<file path="config.mk">
export PLATFORM = sky130hd
export DESIGN_NAME = pipe_ctrl_fsm_flat
export DESIGN_NICKNAME = d
export VERILOG_FILES = /design/src/rtl/pipe_ctrl_pkg.sv /design/src/rtl/pipe_ctrl_fsm_if.sv /design/src/rtl/pipe_ctrl_fsm_stall_thermo.sv /design/src/rtl/pipe_ctrl_fsm.sv /design/src/flat_wrapper.sv
export SDC_FILE = /design/constraint.sdc
export NUM_CORES = 1
export LEC_CHECK = 0
export ABC_AREA = 1
export BUFFER_PORTS_ARGS = -buffer_cell sky130_fd_sc_hd__buf_2
export CAP_MARGIN = 25
export CORE_MARGIN = 4
export CORE_UTILIZATION = 51
export CTS_BUF_LIST = sky130_fd_sc_hd__clkbuf_8
export DETAILED_ROUTE_END_ITERATION = 16
export PLACE_DENSITY = 0.85
export SLEW_MARGIN = 20
export SYNTH_ARGS = -nofsm -noshare
export SYNTH_HDL_FRONTEND = slang
export SYNTH_SLANG_ARGS = --single-unit
</file>
<file path="constraint.sdc">
create_clock -name clk -period 4.5 [get_ports clk]
set_input_delay 0.45 -clock clk [delete_from_list [all_inputs] [get_ports clk]]
set_output_delay 0.45 -clock clk [all_outputs]
set_load 0.005 [all_outputs]
</file>
<file path="src/rtl/pipe_ctrl_pkg.sv">
// Shared definitions for the pipeline control unit.
//   - MIPS exception codes that the MEM stage reports on excepttype_i.
//   - Default exception entry address.
//   - RUN/HOLD state encoding for the control FSM.
//   - Helper that says whether a nonzero code is one of the recognised ones.
package pipe_ctrl_pkg;

    localparam logic [31:0] EXC_INT  = 32'h0000_0001;
    localparam logic [31:0] EXC_SYS  = 32'h0000_0008;
    localparam logic [31:0] EXC_INV  = 32'h0000_000a;
    localparam logic [31:0] EXC_OV   = 32'h0000_000c;
    localparam logic [31:0] EXC_TRAP = 32'h0000_000d;
    localparam logic [31:0] EXC_ERET = 32'h0000_000e;

    localparam logic [31:0] EXC_VECTOR_DEFAULT = 32'h0000_0020;

    typedef enum logic {
        ST_RUN  = 1'b0,
        ST_HOLD = 1'b1
    } state_t;

    // True for the codes that have a defined redirect target.
    function automatic logic exc_known(input logic [31:0] code);
        return (code == EXC_INT)  || (code == EXC_SYS) ||
               (code == EXC_INV)  || (code == EXC_OV)  ||
               (code == EXC_TRAP) || (code == EXC_ERET);
    endfunction

endpackage

</file>
<file path="src/rtl/pipe_ctrl_fsm_if.sv">
// Signal bundle between the pipeline and its control unit.
//   excepttype_i    : exception code from MEM (0 = none)
//   cp0_epc_i       : EPC used as ERET target
//   stallreq_i      : per-stage stall requests (bit 0 = PC)
//   stall_o         : per-register hold enables (thermometer)
//   flush_o         : flush all pipeline registers
//   new_pc_o        : redirect target, valid while flush_o = 1
//   busy_o          : controller is holding a multi-cycle flush
//   stall_timeout_o : one-cycle watchdog pulse
//   unk_exc_o       : one-cycle pulse on an unrecognised nonzero code
//   stall_cnt_o     : consecutive stall cycle count
// Modport master is the controller side, slave is the pipeline side.
interface pipe_ctrl_fsm_if #(
    parameter int STAGES = 6,
    parameter int DW     = 32,
    parameter int CW     = 9
);
    logic [31:0]       excepttype_i;
    logic [DW-1:0]     cp0_epc_i;
    logic [STAGES-1:0] stallreq_i;
    logic [STAGES-1:0] stall_o;
    logic              flush_o;
    logic [DW-1:0]     new_pc_o;
    logic              busy_o;
    logic              stall_timeout_o;
    logic              unk_exc_o;
    logic [CW-1:0]     stall_cnt_o;

    modport master (
        input  excepttype_i, cp0_epc_i, stallreq_i,
        output stall_o, flush_o, new_pc_o, busy_o,
               stall_timeout_o, unk_exc_o, stall_cnt_o
    );

    modport slave (
        output excepttype_i, cp0_epc_i, stallreq_i,
        input  stall_o, flush_o, new_pc_o, busy_o,
               stall_timeout_o, unk_exc_o, stall_cnt_o
    );
endinterface

</file>
<file path="src/rtl/pipe_ctrl_fsm_stall_thermo.sv">
// Highest-set-bit to thermometer encoder for stall fabrics.
//   req    : per-stage stall requests
//   thermo : bit i set when any request at index >= i is set, so a stall
//            at stage k also freezes every earlier stage.
// Purely combinational.
module stall_thermo #(
    parameter int STAGES = 6
) (
    input  logic [STAGES-1:0] req,
    output logic [STAGES-1:0] thermo
);

    genvar gi;
    generate
        for (gi = 0; gi < STAGES; gi++) begin : g_thermo
            assign thermo[gi] = |req[STAGES-1:gi];
        end
    endgenerate

endmodule

</file>
<file path="src/rtl/pipe_ctrl_fsm.sv">
// Pipeline control unit for the MIPS core.
//   clk : clock
//   rst : synchronous active-high reset
//   bus : pipe_ctrl_fsm_if.master (stall requests / exception in,
//         stall vector, flush, redirect PC and status out)
// In RUN an exception flushes immediately and redirects; with
// FLUSH_CYCLES > 1 the flush is held in HOLD using a latched target.
// Without an exception, stall requests become a thermometer stall vector
// and a watchdog counts consecutive stall cycles.
module pipe_ctrl_fsm
    import pipe_ctrl_pkg::*;
#(
    parameter int              STAGES        = 6,
    parameter int              DW            = 32,
    parameter logic [DW-1:0]   EXC_VECTOR    = DW'(EXC_VECTOR_DEFAULT),
    parameter int              FLUSH_CYCLES  = 1,
    parameter int              STALL_TIMEOUT = 256,
    parameter int              CW            = $clog2(STALL_TIMEOUT + 1)
) (
    input  logic            clk,
    input  logic            rst,
    pipe_ctrl_fsm_if.master bus
);

    localparam int            HW        = $clog2(FLUSH_CYCLES + 1);
    localparam logic [CW-1:0] STALL_MAX = CW'(STALL_TIMEOUT);

    state_t            state_reg, state_next;
    logic [HW-1:0]     hold_cnt_reg, hold_cnt_next;
    logic [DW-1:0]     tgt_reg, tgt_next;
    logic [CW-1:0]     stall_cnt_reg, stall_cnt_next;

    logic [STAGES-1:0] thermo;
    logic [DW-1:0]     exc_target;
    logic              exc_valid;

    logic [STAGES-1:0] stall_v;
    logic              flush_v;
    logic [DW-1:0]     new_pc_v;
    logic              busy_v;
    logic              timeout_v;
    logic              unk_v;
    logic [CW-1:0]     cnt_v;

    stall_thermo #(
        .STAGES (STAGES)
    ) u_thermo (
        .req    (bus.stallreq_i),
        .thermo (thermo)
    );

    assign exc_valid = (bus.excepttype_i != 32'd0);

    // ERET returns to the EPC sampled this cycle; everything else,
    // including unrecognised codes, enters the exception vector.
    always_comb begin
        exc_target = EXC_VECTOR;
        if (bus.excepttype_i == EXC_ERET) begin
            exc_target = bus.cp0_epc_i;
        end
    end

    always_ff @(posedge clk) begin
        if (rst) begin
            state_reg     <= ST_RUN;
            hold_cnt_reg  <= '0;
            tgt_reg       <= '0;
            stall_cnt_reg <= '0;
        end else begin
            state_reg     <= state_next;
            hold_cnt_reg  <= hold_cnt_next;
            tgt_reg       <= tgt_next;
            stall_cnt_reg <= stall_cnt_next;
        end
    end

    always_comb begin
        state_next     = state_reg;
        hold_cnt_next  = hold_cnt_reg;
        tgt_next       = tgt_reg;
        stall_cnt_next = stall_cnt_reg;
        stall_v        = '0;
        flush_v        = 1'b0;
        new_pc_v       = '0;
        busy_v         = 1'b0;
        timeout_v      = 1'b0;
        unk_v          = 1'b0;
        cnt_v          = stall_cnt_reg;

        case (state_reg)
            ST_RUN: begin
                if (exc_valid) begin
                    // Exception beats any stall request in the same cycle.
                    flush_v        = 1'b1;
                    new_pc_v       = exc_target;
                    unk_v          = !exc_known(bus.excepttype_i);
                    tgt_next       = exc_target;
                    stall_cnt_next = '0;
                    if (FLUSH_CYCLES > 1) begin
                        state_next    = ST_HOLD;
                        hold_cnt_next = HW'(FLUSH_CYCLES - 1);
                    end
                end else begin
                    stall_v = thermo;
                    if (|thermo) begin
                        // Saturate so the pulse fires once per stall run.
                        if (stall_cnt_reg != STALL_MAX) begin
                            stall_cnt_next = stall_cnt_reg + CW'(1);
                            timeout_v      = (stall_cnt_reg == STALL_MAX - CW'(1));
                        end
                    end else begin
                        stall_cnt_next = '0;
                    end
                end
            end

            ST_HOLD: begin
                // Inputs are ignored here; a late exception is dropped and
                // upstream re-raises it once the pipeline refills.
                flush_v        = 1'b1;
                new_pc_v       = tgt_reg;
                busy_v         = 1'b1;
                stall_cnt_next = '0;
                hold_cnt_next  = hold_cnt_reg - HW'(1);
                if (hold_cnt_reg == HW'(1)) begin
                    state_next = ST_RUN;
                end
            end

            default: begin
                state_next = ST_RUN;
            end
        endcase

        // Outputs read zero for the whole reset cycle, including the count,
        // which otherwise still shows the pre-reset register value.
        if (rst) begin
            stall_v   = '0;
            flush_v   = 1'b0;
            new_pc_v  = '0;
            busy_v    = 1'b0;
            timeout_v = 1'b0;
            unk_v     = 1'b0;
            cnt_v     = '0;
        end
    end

    assign bus.stall_o         = stall_v;
    assign bus.flush_o         = flush_v;
    assign bus.new_pc_o        = new_pc_v;
    assign bus.busy_o          = busy_v;
    assign bus.stall_timeout_o = timeout_v;
    assign bus.unk_exc_o       = unk_v;
    assign bus.stall_cnt_o     = cnt_v;

endmodule

</file>
<file path="src/flat_wrapper.sv">
// flat-port wrapper written by rule: the top's interface ports become plain ports
module pipe_ctrl_fsm_flat import pipe_ctrl_pkg::*;
#(
    parameter int              STAGES        = 6,
    parameter int              DW            = 32,
    parameter logic [DW-1:0]   EXC_VECTOR    = DW'(EXC_VECTOR_DEFAULT),
    parameter int              FLUSH_CYCLES  = 1,
    parameter int              STALL_TIMEOUT = 256,
    parameter int              CW            = $clog2(STALL_TIMEOUT + 1)
)
  (clk, rst, bus_excepttype_i, bus_cp0_epc_i, bus_stallreq_i, bus_stall_o, bus_flush_o, bus_new_pc_o, bus_busy_o, bus_stall_timeout_o, bus_unk_exc_o, bus_stall_cnt_o);
  pipe_ctrl_fsm_if #(.STAGES(STAGES), .DW(DW), .CW(CW)) bus_i ();
  input  logic clk;
  input  logic rst;
  input wire logic [$bits(bus_i.excepttype_i)-1:0] bus_excepttype_i;
  input wire logic [$bits(bus_i.cp0_epc_i)-1:0] bus_cp0_epc_i;
  input wire logic [$bits(bus_i.stallreq_i)-1:0] bus_stallreq_i;
  output wire logic [$bits(bus_i.stall_o)-1:0] bus_stall_o;
  output wire logic [$bits(bus_i.flush_o)-1:0] bus_flush_o;
  output wire logic [$bits(bus_i.new_pc_o)-1:0] bus_new_pc_o;
  output wire logic [$bits(bus_i.busy_o)-1:0] bus_busy_o;
  output wire logic [$bits(bus_i.stall_timeout_o)-1:0] bus_stall_timeout_o;
  output wire logic [$bits(bus_i.unk_exc_o)-1:0] bus_unk_exc_o;
  output wire logic [$bits(bus_i.stall_cnt_o)-1:0] bus_stall_cnt_o;
  assign bus_i.excepttype_i = bus_excepttype_i;
  assign bus_i.cp0_epc_i = bus_cp0_epc_i;
  assign bus_i.stallreq_i = bus_stallreq_i;
  assign bus_stall_o = bus_i.stall_o;
  assign bus_flush_o = bus_i.flush_o;
  assign bus_new_pc_o = bus_i.new_pc_o;
  assign bus_busy_o = bus_i.busy_o;
  assign bus_stall_timeout_o = bus_i.stall_timeout_o;
  assign bus_unk_exc_o = bus_i.unk_exc_o;
  assign bus_stall_cnt_o = bus_i.stall_cnt_o;
  pipe_ctrl_fsm #(.STAGES(STAGES), .DW(DW), .EXC_VECTOR(EXC_VECTOR), .FLUSH_CYCLES(FLUSH_CYCLES), .STALL_TIMEOUT(STALL_TIMEOUT), .CW(CW)) u_core (.clk(clk), .rst(rst), .bus(bus_i));
endmodule
</file>
==> Word level (Yosys, flattened, before mapping) <==
Index checks and enable logic that the tools add are counted.
{ "totals": {"output_inout_bits": 51, "wordCells": 56, "input_bits": 72, "register_bits": 43} }
{ "op_classes": {"addsub": 2, "mux": 26, "n_reduce_logical": 14, "bitwise": 1, "n_eq_ne": 9} }
{ "ops": {"columns": ["operator", "count"], "rows": [
  ["== test 32 x 4 -> 1 bit (second input constant)", 5],
  ["2-to-1 mux 32 bit", 3],
  ["one-hot mux 32 bit (2 select lines)", 1],
  ["2-to-1 mux 9 bit", 4],
  ["== test 32 x 1 -> 1 bit (second input constant)", 1],
  ["nonzero test 32 bit", 1],
  ["2-to-1 mux 6 bit", 3],
  ["one-hot mux 9 bit (2 select lines)", 1],
  ["2-to-1 mux 1 bit", 13],
  ["adder 9 x 1 -> 9 bit (second input constant)", 1],
  ["== test 9 x 8 -> 1 bit (second input constant)", 1],
  ["inequality test 9 bit (second input constant)", 1],
  ["OR reduction 6 bit", 1],
  ["logical OR 1 bit", 5],
  ["OR reduction 5 bit", 1],
  ["inequality test 4 bit (second input constant)", 1],
  ["OR reduction 2 bit", 2],
  ["OR reduction 4 bit", 1],
  ["OR reduction 3 bit", 1],
  ["one-hot mux 1 bit (2 select lines)", 1],
  ["AND reduction 2 bit", 1],
  ["logical NOT 1 bit", 1],
  ["inverter 1 bit", 1],
  ["subtractor 1 bit (second input constant)", 1]
]} }

==> Depth between registers and ports, before layout <==
Gate-level depths: netlist of run 1.
{ "depth": {"ltp_word": 10, "depth_mapped": 10, "depth_no_buf": 10} }

==> Cells and area by module <==
Synthesis of run 1 repeated with hierarchy kept, for this count alone.
{ "hier_totals": {"hier_cells": 441, "area_unflattened_um2": 2605.0} }
{ "modules_own_cells": {"columns": ["module", "seq_area_each_um2", "area_each_um2", "cells_per_inst", "n_inst"], "rows": [
  ["pipe_ctrl_fsm", 860.8, 2555.0, 430, 1],
  ["stall_thermo", 0.0, 50.0, 11, 1]
]} }

==> Worst setup path after synthesis of run 1 <==
Ideal clock, no wire load.
{ "synth_path": {"path_type": "input to output", "startpoint": "input port bus_excepttype_i[0]", "endpoint": "output port bus_new_pc_o[18]", "n_path_buf": 1, "slack_ns": 2.664, "path_stages": 8, "arrival_ns": 1.386, "t_required_ns": 4.050, "path_cell_list": "inv_1 -> nand2_1 -> nor2_4 -> nand3_2 -> nor2_4 -> buf_6 -> nand3_1 -> a21oi_1"} }
{ "synth_between": {"elab_chain_cells": 5, "word_cells_on_any_way": 6, "cone_classes": "1 x eq/ne; 4 x mux; 1 x reduce/logical"} }
{ "synth_rtl": {"columns": ["item", "line", "rtl"], "rows": [
  ["start, declared", "flat_wrapper.sv:15", "input wire logic [$bits(bus_i.excepttype_i)-1:0] bus_excepttype_i;"],
  ["== test 32 x 4 -> 1 bit", "pipe_ctrl_fsm.sv:58", "if (bus.excepttype_i == EXC_ERET) begin"],
  ["2-to-1 mux 32 bit", "pipe_ctrl_fsm.sv:58", null],
  ["2-to-1 mux 32 bit (*)", "pipe_ctrl_fsm.sv:92", "if (exc_valid) begin"],
  ["one-hot mux 32 bit (2 select lines) (*)", "pipe_ctrl_fsm.sv:90", "case (state_reg)"],
  ["2-to-1 mux 32 bit (*)", "pipe_ctrl_fsm.sv:137", "if (rst) begin"],
  ["end, declared", "flat_wrapper.sv:20", "output wire logic [$bits(bus_i.new_pc_o)-1:0] bus_new_pc_o;"]
]} }
Mark *: on every way between the ends. The rest lies on a longest branch, timed or not.

==> Final worst setup path of run 1 <==
{ "layout_path": {"startpoint": "register u_core.state_reg", "endpoint": "output port bus_new_pc_o[30]"} }
{ "layout_between": {"elab_chain_cells": 3} }
{ "layout_rtl": {"columns": ["item", "line", "rtl"], "rows": [
  ["start, declared", "pipe_ctrl_fsm.sv:28", "state_t state_reg, state_next;"],
  ["start signal, assigned", "pipe_ctrl_fsm.sv:70", "state_reg <= state_next;"],
  ["inverter 1 bit", "pipe_ctrl_fsm.sv:90", null],
  ["one-hot mux 32 bit (2 select lines) (*)", "pipe_ctrl_fsm.sv:90", null],
  ["2-to-1 mux 32 bit (*)", "pipe_ctrl_fsm.sv:137", null]
]} }
Marks and branches as above.

==> results of run 1 <==
==> final timing paths <==
path | endpoint | slack (ps)
max | bus_new_pc_o[30] | 1270
min | u_core.tgt_reg[25] | 440
max reg2reg | u_core.tgt_reg[21] | 1880
min reg2reg | u_core.state_reg | 450
==> routing by layer <==
metal	vias to the layer above	routed length [um]	share of wire [%]	global-route usage, %
met5	-	0	0	0
met4	0	86	1.4	7.07
met3	7	502	8.2	5.08
met2	121	2860	47	38.1
met1	1167	2670	44	24.7
li1	1434	-	-	-
==> worst max-delay path, delay by kind of cell (launching register included) <==
kind,cells,cell delay (ps)
buffers and inverters,2,860
DFF,1,890
AOI/OAI and AO/OA,1,100
and+or+nand+nor,2,650
==> power by group <==
part	switching (uW)	leakage (uW)	internal (uW)
Clock	126	0.0000612	180
Combinational	29.7	0.000977	28.3
Sequential	0.321	0.000347	381
Total	156	0.00139	588
==> layout make-up <==
type	count	area (um^2)
clock inverter	2	35.0
fill	412	1380
clock buffer	6	82.6
inverter	25	93.8
multi-input combinational	278	1310
sequential	43	861
timing repair buffer	123	618
tap	52	65.1
==> placed cells by master, fill, tap and decap left out, types with 3 or more instances in the layout <==
master	n
nand3_1	35
nand3_2	4
clkbuf_8	6
ha_1	3
nor3_1	10
nand2_2	3
o21ai_1	4
nand2_1	86
buf_2	122
a21oi_1	54
nand4_1	11
dfxtp_1	43
inv_1	24
nor2_2	3
nor2_1	47
o21ai_0	12
==> cell families (layout without fill, tap and decap cells) <==
logic type                 count (synthesis)  after routing
buffers and inverters                     46            156
and+or+nand+nor                          202            202
xor gates and xnor gates                   2              2
adders and majority gates                  3              3
AOI/OAI and AO/OA                         71             71
DFF                                       43             43
==> metrics by stage <==
stage | instances | total power (uW)
after floorplan | 367 | 412
after global placement | 521 | 447
after detailed placement | 521 | 448
after CTS | 529 | 753
after global routing | 529 | 775
final | 529 | 744
==> results.toml, run 1 <==
[run_status]
status = "complete, no violations"

[critical_path]
crit_path_start_kind = "flop"
startpoint = "u_core.state_reg"
rr_startpoint = "u_core.state_reg"
crit_path_end_kind = "output pin"
reg2reg_depth = 4
crit_required_ps = 4050
critical_path_class = "reg2out"
cp_slowest_cell = "dfxtp_1"
cpPeakStageDelay_ps = 890
cp_max_fo = 30
crit_arrival_ps = 2780
path_cells = "inv_1, nor2_2, nand2_1, o21ai_1, buf_2"

[final_layout]
syn_to_final_growth_pct = 28.9
largest_register_ffs = 32
final_nets = 551
n_antenna_cell = 0
final_util_pct = 69.0
drive_gt1_share_pct = 30.2
fin_area_um2 = 3070

[grt]
grt_start_max_net_pins = 61
grt_pass1_wl_um = 10700
grt_overflow_total = 0
grt.total_usage_pct = 21.3
grt_pass1_vias = 2594
antenna_found_initial = 0

[drt]
drt-total-wl_um = 6120
ant_nets = 0
firstDrtPassIters = 4
wl_per_cell_um = 11.6
drc = 0
drt_iter0_drc = 114
num_vias = 2729
avgViaCountPerCell = 5.16

[clock_network]
postCtsHoldBufs = 0
clock_latency_ps = 290
cts_root_buffer = "clkbuf_8"
cts_max_level = 2
cts_tree = "yes"
cts_buffer_depth = 2
cts_setup_buffers = 0
cts.clk_slew.worst_paths_ps = 80
clock_sinks = 43
ctsResizeCount = 0
cts_buffers = 5

[sta]
fin_ws_ps = 1270
timing.hold.ws_ps = 439
setup-violations-final = 0
rsz0062_at_grt = "no"
final-max-slew-violation-count = 0
worstMarginPinSlew_ps = 1010
fmax_mhz = 309
period_needed_ps = 3230
hold_viol_final = 0
finalSetupTns_ps = 0
min_period_over_period_pct = 71.9
maxSlewHeadroom_pct = 32.9
fin_skew_ps = 4.12

[min_path]
whs_path_depth = 3
min-delay-path-class = "in2reg"
min-delay-start = "bus_cp0_epc_i[25]"

[synth]
synth_area_leaders = "dfxtp_1 36%, nand2_1 14%, a21oi_1 11%"
synth_top_family_by_area = "simple AND/OR/NAND/NOR gates"
synthTopCellsByCount = "86 x nand2_1, 54 x a21oi_1, 47 x nor2_1"
yosysTopAreaCell = "dfxtp_1"
synth_top_area_share_pct = 36.2
synthArstFlopShare_pct = 0
ys_ff_latch = 43
synth.mux.area_fraction_pct = 0
netlist_instances = 367
synth_seq_area_share_pct = 36.2
synth_area_um2 = 2380
synth-edff-count = 0
yosys.area_share.simple_pct = 37.8
synth-xor-area-share_pct = 0.736
yosysUniqueCellTypes = 24
synth_compound_area_share_pct = 15.0
syn_area_per_cell_um2 = 6.48
synthFlopType = "dfxtp_1"
ys_warn_count = 0
synthAdderAreaFrac_pct = 1.58
synth_fp_nets = 442
yosysMostFrequentCell = "nand2_1"

[place]
gp_congestion = 0.879
hpwlAfterDp_um = 4550
dpl_cell_area_um2 = 2950
pre_cts_slack_ps = 1570
portBuffers = 122

[flow_run]
cap_violations = 0

[pwr]
leakagePower_uw = 0.00139
p_per_area_nw_per_um2 = 243
ir_worst_vdd_v = 0.000193

[floorplan]
start_util_pct = 53.5
core_area_um2 = 4440
die-area_um2 = 5820
ios = 123
rows = 24
die_y_um = 76.3
die_w_um = 76.3
Note: power is estimated with default switching activity, not from simulation.
==> inputs of run 2 (changes only) <==
- CORE_UTILIZATION: 51 -> 42
- PLACE_DENSITY: 0.85 -> 0.74
- clock period: 4.5 -> 2.8 ns (I/O delays scaled with it)
==> run 2 against run 1 <==
Net effect: cell area is 0.16% lower; core utilization is 13 points lower; clock-buffer cell count is 1 lower.
==> results.toml, run 2 (synthesis results as in run 1) <==
[drt]
avgViaCountPerCell = 5.03
drc = 0
maxUsedRoutingLayer = "met4"
num_vias = 2763
wl_per_cell_um = 11.9
dr_wl_met2_um = 3110
firstDrtPassIters = 4
drt_iter0_drc = 122
ant_nets = 0
dr_wl_met3_um = 509
drt-total-wl_um = 6550
wl_met1_um = 2850

[final_layout]
nFillCells = 568
final_cell_mix = "122 x buf_2, 86 x nand2_1, 54 x a21oi_1"
syn_to_final_growth_pct = 28.7
n_antenna_cell = 0
drive_gt1_share_pct = 30.0
final_util_pct = 55.6
final_common_cell = "buf_2"
final_nets = 553
largest_register_ffs = 32

[floorplan]
core_area_um2 = 5510
die_w_um = 83.3
ios = 123
start_util_pct = 43.2
rows = 27
die_y_um = 83.3
die-area_um2 = 6930

[pwr]
p_int_uw = 820
ir_worst_vdd_v = 0.000173
p_seq_share_pct = 57.8
p_per_area_nw_per_um2 = 346
clkPwrFrac_pct = 33.3
combPwrFrac_pct = 9.0
leakagePower_uw = 0.00137
power.switching_uw = 240
netSwitchingFraction_pct = 22.6

[sta]
fmax_mhz = 457
rsz0062_at_grt = "no"
min_period_over_period_pct = 78.2
finalSetupTns_ps = 0
worstMarginPinSlew_ps = 602
hold_viol_final = 0
setup-violations-final = 0
final-max-slew-violation-count = 0
fin_skew_ps = 3.72
period_needed_ps = 2190
maxSlewHeadroom_pct = 59.7

[clock_network]
ctsResizeCount = 0
cts_max_level = 2
cts_setup_buffers = 0
clock_latency_ps = 290
cts_tree = "yes"
cts_buffers = 5
cts_buffer_depth = 2
postCtsHoldBufs = 0
cts.clk_slew.worst_paths_ps = 70
cts_root_buffer = "clkbuf_8"
clock_sinks = 43

[critical_path]
crit_family = "simple AND/OR/NAND/NOR gates"
path_cells = "buf_2, inv_1, nand2_1, nor2_4, nand3_2, nor2_4, nand3_1, a21oi_1, buf_2"
crit_required_ps = 2520
crit_arrival_ps = 1910
cp_max_fo = 24
critical_path_class = "in2out"
path_buf_inv = 3
crit_path_start_kind = "input pin"
cpPeakStageDelay_ps = 460
crit_path_end_kind = "output pin"
cp_slowest_cell = "nor2_4"

[grt]
grt_start_max_net_pins = 60
grt_overflow_total = 0
antenna_found_initial = 0
grt_pass1_vias = 2617
grt_pass1_wl_um = 11000
grt.total_usage_pct = 18.5

[flow_run]
cap_violations = 0

[place]
hpwlAfterDp_um = 4790
portBuffers = 122
gp_congestion = 0.893

[run_status]
status = "complete, no violations"

[min_path]
min-delay-path-class = "in2reg"
[run 2: cell count changes in the layout (fill, tap and decap cells not counted), sizes merged]
cell    before  now
clkbuf       6    5
bufinv       1    0
inv         24   25
buf        123  125
clkinv       2    1
[run 2: layout make-up]
class / count / area [um^2] / area share, %
clock buffers: 5 / 68.8 / 2.25
clock inverters: 1 / 3.75 / 0.123
inverters: 25 / 93.8 / 3.06
multi-input cells: 278 / 1310 / 42.9
flip-flops and latches: 43 / 861 / 28.1
well taps: 72 / 90.1 / 2.94
repair buffers: 125 / 633 / 20.7
[run 2: stage by stage]
stage                     hold slack (ps)  setup slack [ps]  total power, uW  instance area [um^2]  std cells
final                                 269               610             1060                  3060        549
after detailed placement              439               624              721                  2990        543
after CTS                             257               610             1080                  3060        549
after floorplan                       422              1200              662                  2380        367
after global placement                432               645              720                  2990        543
after global routing                  269               398             1110                  3060        549
[run 2: worst paths after layout]
| check | startpoint | to | slack, ps | cells past startpoint |
|---|---|---|---|---|
| setup / recovery | bus_excepttype_i[0] | bus_new_pc_o[19] | 610 | 9 |
| hold / removal | bus_cp0_epc_i[25] | u_core.tgt_reg[25] | 270 | 3 |
| setup reg to reg | u_core.stall_cnt_reg[0] | u_core.stall_cnt_reg[8] | 1220 | 9 |
| hold reg to reg | u_core.hold_cnt_reg | u_core.state_reg | 460 | 1 |
[run 2: tightest hold or removal path: stages]
cell and delay [ps]:
buf_2 100, nand3_2 70, a21oi_1 60
[run 2: per-layer routing]
layer  track usage (%)  vias to the layer above
li1                  -                     1426
met1              21.8                     1220
met2              33.7                      110
met3              3.37                        7
met4              5.79                        0
met5                 0                        -
[run 2: power by group through the flow]
stage | sequential (uW) | combinational, uW | clock [uW]
2_1_floorplan | 626 | 35.3 | 0
4_1_cts | 612 | 95.2 | 374
6_report | 612 | 94.9 | 353
3_3_place_gp | 626 | 93.3 | 0
5_1_grt | 612 | 106 | 391
3_5_place_dp | 626 | 94.9 | 0
==> inputs of run 3 (changes only) <==
- clock period: 2.8 -> 1.8 ns (I/O delays scaled with it)
==> run 3 against run 2 <==
Net effect: the run now ends with setup timing left; first-iteration DRC count shrank 28%; combinational power grew 59%; total power grew 61%; worst hold slack lost 100 ps; critical endpoint is now bus_stall_timeout_o; sequential share of layout area shrank 1.3 points; register-to-register slack lost 940 ps.
==> results.toml, run 3 (synthesis results as in run 1) <==
[run_status]
status = "complete, but fails checks"
failed_checks = "setup timing"

[pwr]
finalPower_uw = 1710
ir_worst_vdd_v = 0.000457
p_per_area_nw_per_um2 = 529
leakagePower_uw = 0.00144

[grt]
grt_pass1_vias = 2590
grt.total_usage_pct = 18.4
antenna_found_initial = 0
grt_pass1_wl_um = 11000
grt_start_max_net_pins = 37
grt_overflow_total = 0

[final_layout]
final_nets = 564
final_cell_mix = "122 x buf_2, 84 x nand2_1, 54 x a21oi_1"
n_antenna_cell = 0
drive_gt1_share_pct = 33.9
final_util_pct = 58.6
largest_register_ffs = 32
nFillCells = 524
final_common_cell = "buf_2"
syn_to_final_growth_pct = 35.7

[sta]
finalSetupTns_ps = -102
final-max-slew-violation-count = 0
timing.hold.ws_ps = 168
period_needed_ps = 1900
setup-violations-final = 1
fin_skew_ps = 5.27
worstMarginPinSlew_ps = 391
hold_viol_final = 0
min_period_over_period_pct = 106
fin_ws_ps = -102
rsz0062_at_grt = "yes"
maxSlewHeadroom_pct = 73.9
fmax_mhz = 526

[drt]
num_vias = 2771
avgViaCountPerCell = 4.94
firstDrtPassIters = 4
drt-total-wl_um = 6430
wl_per_cell_um = 11.5
drc = 0
ant_nets = 0
drt_iter0_drc = 88

[clock_network]
cts_root_buffer = "clkbuf_8"
clock_sinks = 43
cts_max_level = 2
cts.clk_slew.worst_paths_ps = 80
clock_latency_ps = 290
cts_tree = "yes"
cts_buffers = 5
cts_buffer_depth = 2

[critical_path]
critical_path_class = "reg2out"
cpPeakStageDelay_ps = 360
crit_arrival_ps = 1720
cp_slowest_cell = "dfxtp_2"
crit_path_end_kind = "output pin"
cp_max_fo = 2
crit_path_start_kind = "flop"
path_cells = "ha_4, nand2_2, inv_2, nand2_2, nor2_2, nand2_1, nor3_2, ha_2, nand2_1, nor2_1, buf_2"
crit_required_ps = 1620
rrSetupSlack_ps = 280

[place]
gp_congestion = 0.837
pre_cts_slack_ps = 115
hpwlAfterDp_um = 4830
portBuffers = 122

[floorplan]
core_area_um2 = 5510
start_util_pct = 43.2
die_w_um = 83.3
rows = 27
die-area_um2 = 6930
die_y_um = 83.3
ios = 123

[min_path]
min-delay-path-class = "in2reg"

[flow_run]
cap_violations = 0
-- run 3: cell count changes in the layout (fill, tap and decap cells not counted), moves of 2 or more --
cell     delta
buf_12      +2
buf_4       +8
dfxtp_1     -2
ha_1        -2
inv_1       -3
inv_2       +2
nand2_1     -2
nand2_2     +2
-- run 3: final timing paths --
path         cells past startpoint                     from                       to
min                              3        bus_cp0_epc_i[25]       u_core.tgt_reg[25]
min reg2reg                      2       u_core.tgt_reg[14]       u_core.tgt_reg[14]
max                             11  u_core.stall_cnt_reg[1]      bus_stall_timeout_o
max reg2reg                      7  u_core.stall_cnt_reg[1]  u_core.stall_cnt_reg[2]
-- run 3: cell type report --
type | count | area, um^2 | share of cell area [%]
Multi-Input combinational cell | 278 | 1350 | 41.7
Sequential cell | 43 | 866 | 26.8
Timing Repair Buffer | 136 | 744 | 23.1
Inverter | 25 | 93.8 | 2.91
Tap cell | 72 | 90.1 | 2.79
Clock buffer | 6 | 82.6 | 2.56
Clock inverter | 1 | 5.00 | 0.155
-- run 3: power breakdown --
part / total, uW / internal, uW / switching [uW]
sequential: 950 / 950 / 0.620
combinational: 151 / 75.8 / 75.5
clock: 606 / 301 / 305
-- run 3: layer usage --
layer	track usage, %	up-vias	routed length [um]	part of all wire [%]
met5	0	-	0	0
li1	-	1451	-	-
met4	6.24	0	85	1.3
met1	21.4	1218	2790	43
met3	3.87	6	504	7.8
met2	33.3	96	3050	47
-- run 3: worst max-delay path: cells and delay by family, from the launching register on --
kind	cells	cell delay, ps
DFF	1	360
and+or+nand+nor	7	570
adders and majority gates	2	320
buffers and inverters	2	180
-- run 3: through the flow --
| stage | cell area (um^2) | std cells |
|---|---|---|
| 2_1_floorplan | 2380 | 367 |
| 3_3_place_gp | 3080 | 551 |
| 3_5_place_dp | 3080 | 551 |
| 4_1_cts | 3190 | 559 |
| 5_1_grt | 3230 | 561 |
| 6_report | 3230 | 561 |
-- run 3: what timing repair did --
action,4_1_cts,5_1_grt
pin swaps,1,5
resized for setup,5,9
hold buffers,0,0
buffers inserted,1,2
endpoints found under the setup margin,9,15
